### src/rtl/word_align_pkg.sv
// Shared state encoding and default constants for the word aligner.
package word_align_pkg;
  typedef enum logic [1:0] {HUNT, VERIFY, LOCKED} state_e;

  localparam int          DEF_WIDTH      = 16;
  localparam int          DEF_DIST_WIDTH = 4;
  localparam logic [15:0] DEF_SYNC_WORD  = 16'hF628;
  localparam int          DEF_FRAME_LEN  = 8;
  localparam int          DEF_LOCK_CNT   = 3;
  localparam int          DEF_UNLOCK_CNT = 4;
endpackage

### src/rtl/align_rotate.sv
// Combinational barrel rotate-right of one word by a variable distance.
module align_rotate
  import word_align_pkg::*;
#(
  parameter int WIDTH      = DEF_WIDTH,
  parameter int DIST_WIDTH = DEF_DIST_WIDTH
) (
  input  logic [WIDTH-1:0]      din,
  input  logic [DIST_WIDTH-1:0] distance,
  output logic [WIDTH-1:0]      dout
);
  assign dout = WIDTH'({din, din} >> distance);
endmodule

### src/rtl/word_align_hunt.sv
// Sync-word hunter: slips the rotate distance until SYNC_WORD is framed, then verifies/locks.
// Optional WORD_ALIGN_STATS_EN adds a saturating slip counter output.
module word_align_hunt
  import word_align_pkg::*;
#(
  parameter int               WIDTH      = DEF_WIDTH,
  parameter int               DIST_WIDTH = DEF_DIST_WIDTH,
  parameter logic [WIDTH-1:0] SYNC_WORD  = WIDTH'(DEF_SYNC_WORD),
  parameter int               FRAME_LEN  = DEF_FRAME_LEN,
  parameter int               LOCK_CNT   = DEF_LOCK_CNT,
  parameter int               UNLOCK_CNT = DEF_UNLOCK_CNT
) (
  input  logic                  clk,
  input  logic                  rst,
  input  logic [WIDTH-1:0]      din,
  input  logic                  din_valid,
  output logic [WIDTH-1:0]      dout,
  output logic                  dout_valid,
  output logic [DIST_WIDTH-1:0] distance,
  output logic                  locked,
  output logic                  sof
`ifdef WORD_ALIGN_STATS_EN
  ,output logic [15:0]          slip_count
`endif
);
  localparam int                FCNT_W    = $clog2(FRAME_LEN);
  localparam logic [FCNT_W-1:0] FCNT_LAST = FCNT_W'(FRAME_LEN - 1);
  localparam logic [3:0]        LOCK_C    = 4'(LOCK_CNT);
  localparam logic [3:0]        UNLOCK_C  = 4'(UNLOCK_CNT);

  state_e                state, state_n;
  logic [DIST_WIDTH-1:0] dist_n;
  logic [FCNT_W-1:0]     fcnt, fcnt_n;
  logic [3:0]            hits, hits_n, misses, misses_n;
  logic [WIDTH-1:0]      rot;
  logic                  match, slot, slip, sof_n;

  align_rotate #(.WIDTH(WIDTH), .DIST_WIDTH(DIST_WIDTH)) u_rot (
    .din      (din),
    .distance (distance),
    .dout     (rot)
  );

  assign match  = din_valid && (rot == SYNC_WORD);
  assign slot   = (fcnt == '0);
  assign locked = (state == LOCKED);

  always_comb begin
    state_n  = state;
    dist_n   = distance;
    fcnt_n   = fcnt;
    hits_n   = hits;
    misses_n = misses;
    slip     = 1'b0;
    sof_n    = 1'b0;
    if (din_valid) begin
      fcnt_n = (fcnt == FCNT_LAST) ? '0 : fcnt + 1'b1;
      unique case (state)
        HUNT: begin
          if (match) begin
            // Matched word is treated as slot 0, so the next word is slot 1.
            state_n  = VERIFY;
            hits_n   = 4'd1;
            misses_n = '0;
            fcnt_n   = FCNT_W'(1);
          end else begin
            slip = 1'b1;
          end
        end
        VERIFY: begin
          if (slot) begin
            if (match) begin
              if (hits + 4'd1 == LOCK_C) begin
                state_n  = LOCKED;
                hits_n   = '0;
                misses_n = '0;
                sof_n    = 1'b1;
              end else begin
                hits_n = hits + 4'd1;
              end
            end else begin
              state_n  = HUNT;
              hits_n   = '0;
              misses_n = '0;
              slip     = 1'b1;
            end
          end
        end
        LOCKED: begin
          if (slot) begin
            if (match) begin
              misses_n = '0;
              sof_n    = 1'b1;
            end else if (misses + 4'd1 == UNLOCK_C) begin
              // Lock loss keeps the last good distance as the first guess.
              state_n  = HUNT;
              hits_n   = '0;
              misses_n = '0;
            end else begin
              misses_n = misses + 4'd1;
            end
          end
        end
        default: state_n = HUNT;
      endcase
      if (slip) dist_n = distance + 1'b1;
    end
  end

  always_ff @(posedge clk) begin
    if (rst) begin
      state      <= HUNT;
      distance   <= '0;
      fcnt       <= '0;
      hits       <= '0;
      misses     <= '0;
      dout       <= '0;
      dout_valid <= 1'b0;
      sof        <= 1'b0;
    end else begin
      state      <= state_n;
      distance   <= dist_n;
      fcnt       <= fcnt_n;
      hits       <= hits_n;
      misses     <= misses_n;
      if (din_valid) dout <= rot;
      dout_valid <= din_valid;
      sof        <= sof_n;
    end
  end

`ifdef WORD_ALIGN_STATS_EN
  always_ff @(posedge clk) begin
    if (rst)                                slip_count <= '0;
    else if (slip && slip_count != 16'hFFFF) slip_count <= slip_count + 16'd1;
  end
`endif
endmodule

### config.mk
export PLATFORM = sky130hd
export DESIGN_NAME = word_align_hunt
export DESIGN_NICKNAME = d
export VERILOG_FILES = /design/src/rtl/word_align_pkg.sv /design/src/rtl/align_rotate.sv /design/src/rtl/word_align_hunt.sv
export SDC_FILE = /design/constraint.sdc
export NUM_CORES = 1
export LEC_CHECK = 0
export BUFFER_PORTS_ARGS = -buffer_cell sky130_fd_sc_hd__buf_4
export CORE_MARGIN = 1
export CORE_UTILIZATION = 30
export CTS_CLUSTER_DIAMETER = 50
export DETAILED_ROUTE_END_ITERATION = 7
export GPL_TIMING_DRIVEN = 0
export PLACE_DENSITY = 0.44
export SYNTH_ARGS = -nofsm -noshare
export SYNTH_HDL_FRONTEND = slang
export SYNTH_SLANG_ARGS = --single-unit
### constraint.sdc
create_clock -name clk -period 3.74 [get_ports clk]
set_clock_uncertainty 0.1 [all_clocks]
set_input_delay 0.187 -clock clk [delete_from_list [all_inputs] [get_ports clk]]
set_output_delay 0.187 -clock clk [all_outputs]
set_load 0.05 [all_outputs]
---- Word level (Yosys, flattened, before mapping) ----
Cells that the tools add are included.
word-level totals
  register bits after elaboration ......... 35
  input bits .............................. 19
  output and inout port bits .............. 23
  logic and storage cells ................. 72
operators by class
  add/sub/neg operators ................... 4
  equality and inequality tests ........... 12
  shifts and indexed selects .............. 1
  mux-type cells .......................... 37
  bitwise operators ....................... 1
  reductions and logical operators ........ 9
operators by type and width
  operator              count
  $mux 4                14
  $shr 32x4->16         1
  $pmux 4 s3            2
  $eq 16x16->1 const B  1
  $mux 2                7
  $reduce_and 7->1      2
  $add 4x1->4 const B   3
  $mux 3                3
  $mux 1                8
  $ne 2x2->1 const B    3
  $pmux 2 s3            1
  $reduce_and 6->1      1
  $eq 4x2->1 const B    1
  $eq 4x3->1 const B    1
  $ne 2x1->1 const B    2
  $pmux 1 s2            2
  $add 3x1->3 const B   1
  $eq 3x3->1 const B    1
  $logic_not 3->1       1
  $ne 3x3->1 const B    1
  $reduce_bool 3->1     1
  $eq 2x1->1 const B    1
  $eq 2x2->1 const B    1
  $logic_not 2->1       1
  other kinds (4)       4

---- Logic depth before layout (Yosys ltp) ----
  word-level depth ........................ 8
  mapped depth ............................ 11
  depth with buffers taken out ............ 9

---- Cells and area by module ----
From an unflattened synthesis, not the netlist that was laid out.
second synthesis, totals
  cell total of the unflattened synthesis .. 247
  area total of the unflattened synthesis .. 2,761.4 µm²
by module, submodules not included
  module           times used  cells an instance  area an instance (µm²)  sequential area each (µm²)
  word_align_hunt  1           207                1,936.9                 700.7
  align_rotate     1           40                 824.5                   0.0

---- Worst setup path before layout ----
No wires, ideal clock.
  path type ............................... flip-flop to flip-flop
  start point ............................. reg distance[0]
  end point ............................... reg misses[0]
  setup time .............................. 0.128 ns
  data arrival time ....................... 3.139 ns
  required time ........................... 3.512 ns
  setup slack ............................. 0.374 ns
  stages on the path, launching flop included .. 11
  buffers on the path ..................... 2
  clock period less this slack ............ 3.366 ns
  path through ............................ dfxtp_1 -> buf_2 -> buf_4 -> mux4_2 -> a22oi_1 -> and3_1 -> nand4_1 -> o31ai_1 -> nor3b_2 -> mux2i_1 -> nor2_1
on the way
  longest elaborated chain between the ends .. 6
  elaborated cells on any way between the ends .. 11
  classes of those cells .................. 3 x eq/ne; 1 x shift; 5 x mux; 2 x reduce/logical
RTL lines
  what                       line                                          text
  start: declaration         word_align_hunt.sv:19                         output logic [DIST_WIDTH-1:0] distance,
  start signal: assignment   word_align_hunt.sv:122                        distance <= dist_n;
  $shr 32x4->16 (*)          align_rotate.sv:12                            assign dout = WIDTH'({din, din} >> distance);
  $eq 16x16->1 (*)           word_align_hunt.sv:44                         assign match = din_valid && (rot == SYNC_WORD);
  $logic_and 1x1->1 (*)      word_align_hunt.sv:44
  $mux 4 (on tied branches)  word_align_hunt.sv:91, word_align_hunt.sv:72
  $mux 4 (on tied branches)  word_align_hunt.sv:90, word_align_hunt.sv:71
  $pmux 4 s3                 word_align_hunt.sv:58                         unique case (state)
  end signal: assignment     word_align_hunt.sv:125                        misses <= misses_n;
  end: declaration           word_align_hunt.sv:34                         logic [3:0] hits, hits_n, misses, misses_n;
Every way passes the cells marked *; elsewhere a longest branch is shown, timed or not. The select of a mux whose other input is x is not followed.
A chain may end at the register's enable or synchronous reset.

---- Worst setup path after layout ----
Same ends and word-level chain as after synthesis.

==> flow_summary.json <==
{
  "routed_wl_um": 8777,
  "start_util": 0.3121,
  "min_period_ns": 3.439,
  "critical_path_class": "reg2reg",
  "ios": 42,
  "yosysSeqAreaShare": 0.2287,
  "grt_max_degree": 12,
  "status": "completed",
  "setup_ws_ns": 0.3009,
  "p_total_mw": 1.317,
  "vias": 2611,
  "place_inst": 485,
  "crit_fanout": 10,
  "p_sw_mw": 0.5242,
  "switching_share": 0.3980,
  "finalInstanceArea_sq_um": 3622,
  "cp-start-kind": "flop",
  "clockRootBuffer": "clkbuf_8",
  "seqPwrFrac": 0.320,
  "slew_violations": 0,
  "netlist_area_sq_um": 3064,
  "r2r_setup_slack_ns": 0.30,
  "wl_per_cell_um": 17.80,
  "gr-total-overflow": 0,
  "drcViolationCount": 0,
  "postCtsSetupRepairBufs": 0,
  "clkPwrFrac": 0.214,
  "power_per_cell_area_nw_per_um2": 363.6,
  "rows": 36,
  "ctsLongestPathBuffers": 2,
  "die_h_um": 103.1,
  "synth.distinct_cells": 47,
  "antenna_left": 0,
  "numCtsBuffers": 5,
  "fin_hold_ws_ns": 0.2501,
  "clk_latency_ns": 0.29,
  "syn_avg_cell_area_sq_um": 9.821,
  "synth-seq-cells": 35,
  "grt.total_usage": 0.1737,
  "dr.pass1.iters": 4,
  "gp_congestion": 0.8362,
  "clock-sinks": 35,
  "fill_cells": 1046,
  "end_kind": "flop",
  "required_ns": 3.80,
  "hold_class": "in2reg",
  "final_layout_size_suffix_gt1_frac": 0.2833,
  "max_freq_ghz": 0.2908,
  "async_flop_share": 0,
  "yosysWarnings": 0,
  "dr.first_iter.drc_count": 103,
  "post_dp_cell_area_sq_um": 3531,
  "grt_setup_unrepaired": "false",
  "syn_nets": 342,
  "dieArea_sq_um": 10620,
  "power.internal_mw": 0.7928,
  "clkTransAtPathRegs_ns": 0.08,
  "worst_slew_pin_slew_ns": 0.7481,
  "period_share": 0.9196,
  "finish.utilization": 0.3689,
  "instances_no_fill": 493,
  "core_sq_um": 9819,
  "antenna_found_initial": 0,
  "synth_cells": 312,
  "slew_headroom": 0.5013,
  "arrival_ns": 3.49,
  "routed_via_density": 5.296,
  "p_leak_nw": 1.339,
  "cts_tree": "built",
  "hpwl_um": 6656,
  "pre_cts_slack_ns": 0.2347,
  "htree_num_levels": 2,
  "tns_ns": 0,
  "portBuffers": 40,
  "areaGrowthSynthToFinish_pct": 18.21,
  "antennaDiodeCount": 0,
  "finalSetupViolations": 0,
  "grt_pass1_vias": 2432,
  "synth_edf_count": 0,
  "die_w_um": 103.1,
  "grt_pass1_wl_um": 13720,
  "synth_flop_cell": "dfxtp_1",
  "hold_viol_final": 0,
  "maxCapViolations": 0,
  "nets": 389,
  "comb_power_share": 0.466,
  "vdd_ir_drop_max_mv": 0.1336
}
[cells in the mapped netlist (all sizes together), types with 3 or more instances]
master / n / share of area
xnor2: 3 / 0.0086
nand2b: 9 / 0.018
and2: 3 / 0.0061
o21ai: 9 / 0.015
a21oi: 14 / 0.023
dfxtp: 35 / 0.23
mux4: 30 / 0.22
nand3: 13 / 0.023
nand2: 17 / 0.021
xor2: 3 / 0.0086
nor3b: 3 / 0.0090
clkbuf: 8 / 0.011
nor4b: 3 / 0.013
nand4: 6 / 0.012
nor2: 30 / 0.037
inv: 12 / 0.015
nor3: 3 / 0.0086
buf: 13 / 0.028
mux2: 10 / 0.037
ha: 11 / 0.045
o211ai: 3 / 0.0073
nor2b: 13 / 0.027
mux2i: 36 / 0.12
and3: 3 / 0.0061
a211oi: 7 / 0.017
[final cells by class]
| class | count | area (sq um) | area share |
|---|---|---|---|
| Buffer | 21 | 118.9 | 0.03282 |
| Clock buffer | 6 | 72.57 | 0.02003 |
| Clock inverter | 2 | 12.51 | 0.003454 |
| Inverter | 12 | 45.04 | 0.01244 |
| Multi-Input combinational cell | 244 | 2206 | 0.6090 |
| Sequential cell | 35 | 700.7 | 0.1934 |
| Tap cell | 133 | 166.4 | 0.04594 |
| Timing Repair Buffer | 40 | 300.3 | 0.08290 |
[what timing repair did]
item                       4_1_cts  5_1_grt
gates resized for setup          0        1
setup endpoints to repair        0        4
hold buffers                     0        0
[path summary, 6_finish.rpt]
kind                                   from   endpoint  cells past startpoint
worst min-delay path              din_valid    hits[1]                      4
worst max register to register  distance[0]  misses[0]                     10
worst min register to register     dout[14]   dout[14]                      2
worst max-delay path            distance[0]  misses[0]                     10
[cells by family after synthesis]
group | share of synthesized area
compound gates | 0.08861
xor+xnor | 0.01715
buf+inv | 0.05349
simple gates | 0.1923
flops | 0.2287
mux | 0.3748
fa+ha+maj | 0.04492
[critical path, cell delays in order, from the launching register on]
cell,delay (ns)
dfxtp_1,0.37
buf_2,0.24
buf_4,0.25
buf_2,0.32
mux2_2,0.40
mux2i_1,0.24
nand4_1,0.23
o31ai_1,0.44
nor3b_4,0.41
mux2i_1,0.24
nor2_1,0.05
[cells in the final DEF, fill, tap and decap left out, types with 2 or more instances in the layout]
master / instances
clkbuf_1: 8
mux2i_1: 36
nand4_1: 6
and2_1: 3
nand2_1: 17
mux2_2: 10
nand2b_1: 9
nor4b_1: 2
mux4_2: 30
nor3_1: 2
nand3_1: 12
o31ai_1: 2
buf_2: 5
ha_1: 11
a211oi_1: 7
buf_6: 2
dfxtp_1: 35
buf_1: 4
nor2b_1: 13
nor3b_1: 2
clkbuf_8: 5
o211ai_1: 3
inv_1: 12
a22oi_1: 2
a21oi_1: 14
and3_1: 3
xor2_1: 3
buf_4: 41
nand3b_1: 2
nor2_1: 30
o21ai_0: 8
xnor2_1: 3
[power by group through the flow]
stage	Clock [mW]	Combinational [mW]	Sequential, mW
floorplan	0	0.366	0.510
global placement	0	0.610	0.431
detailed placement	0	0.611	0.431
CTS	0.298	0.613	0.423
global route	0.312	0.659	0.426
finish	0.282	0.614	0.422
[flip-flops by register name (all words and copies together) (netlist names)]
register,flops
misses,4
distance,4
state,2
hits,4
fcnt,3
dout,16
dout_valid,1
sof,1
[routing by layer]
metal,wire (um),part of all wire,vias up,GRT usage
met5,0,0,-,0
met2,3939,0.45,55,0.2585
met1,4426,0.50,1300,0.2633
met3,367,0.042,2,0.02780
met4,44,0.0050,0,0.03467
li1,-,-,1254,-
(Power assumes the default switching activity.)
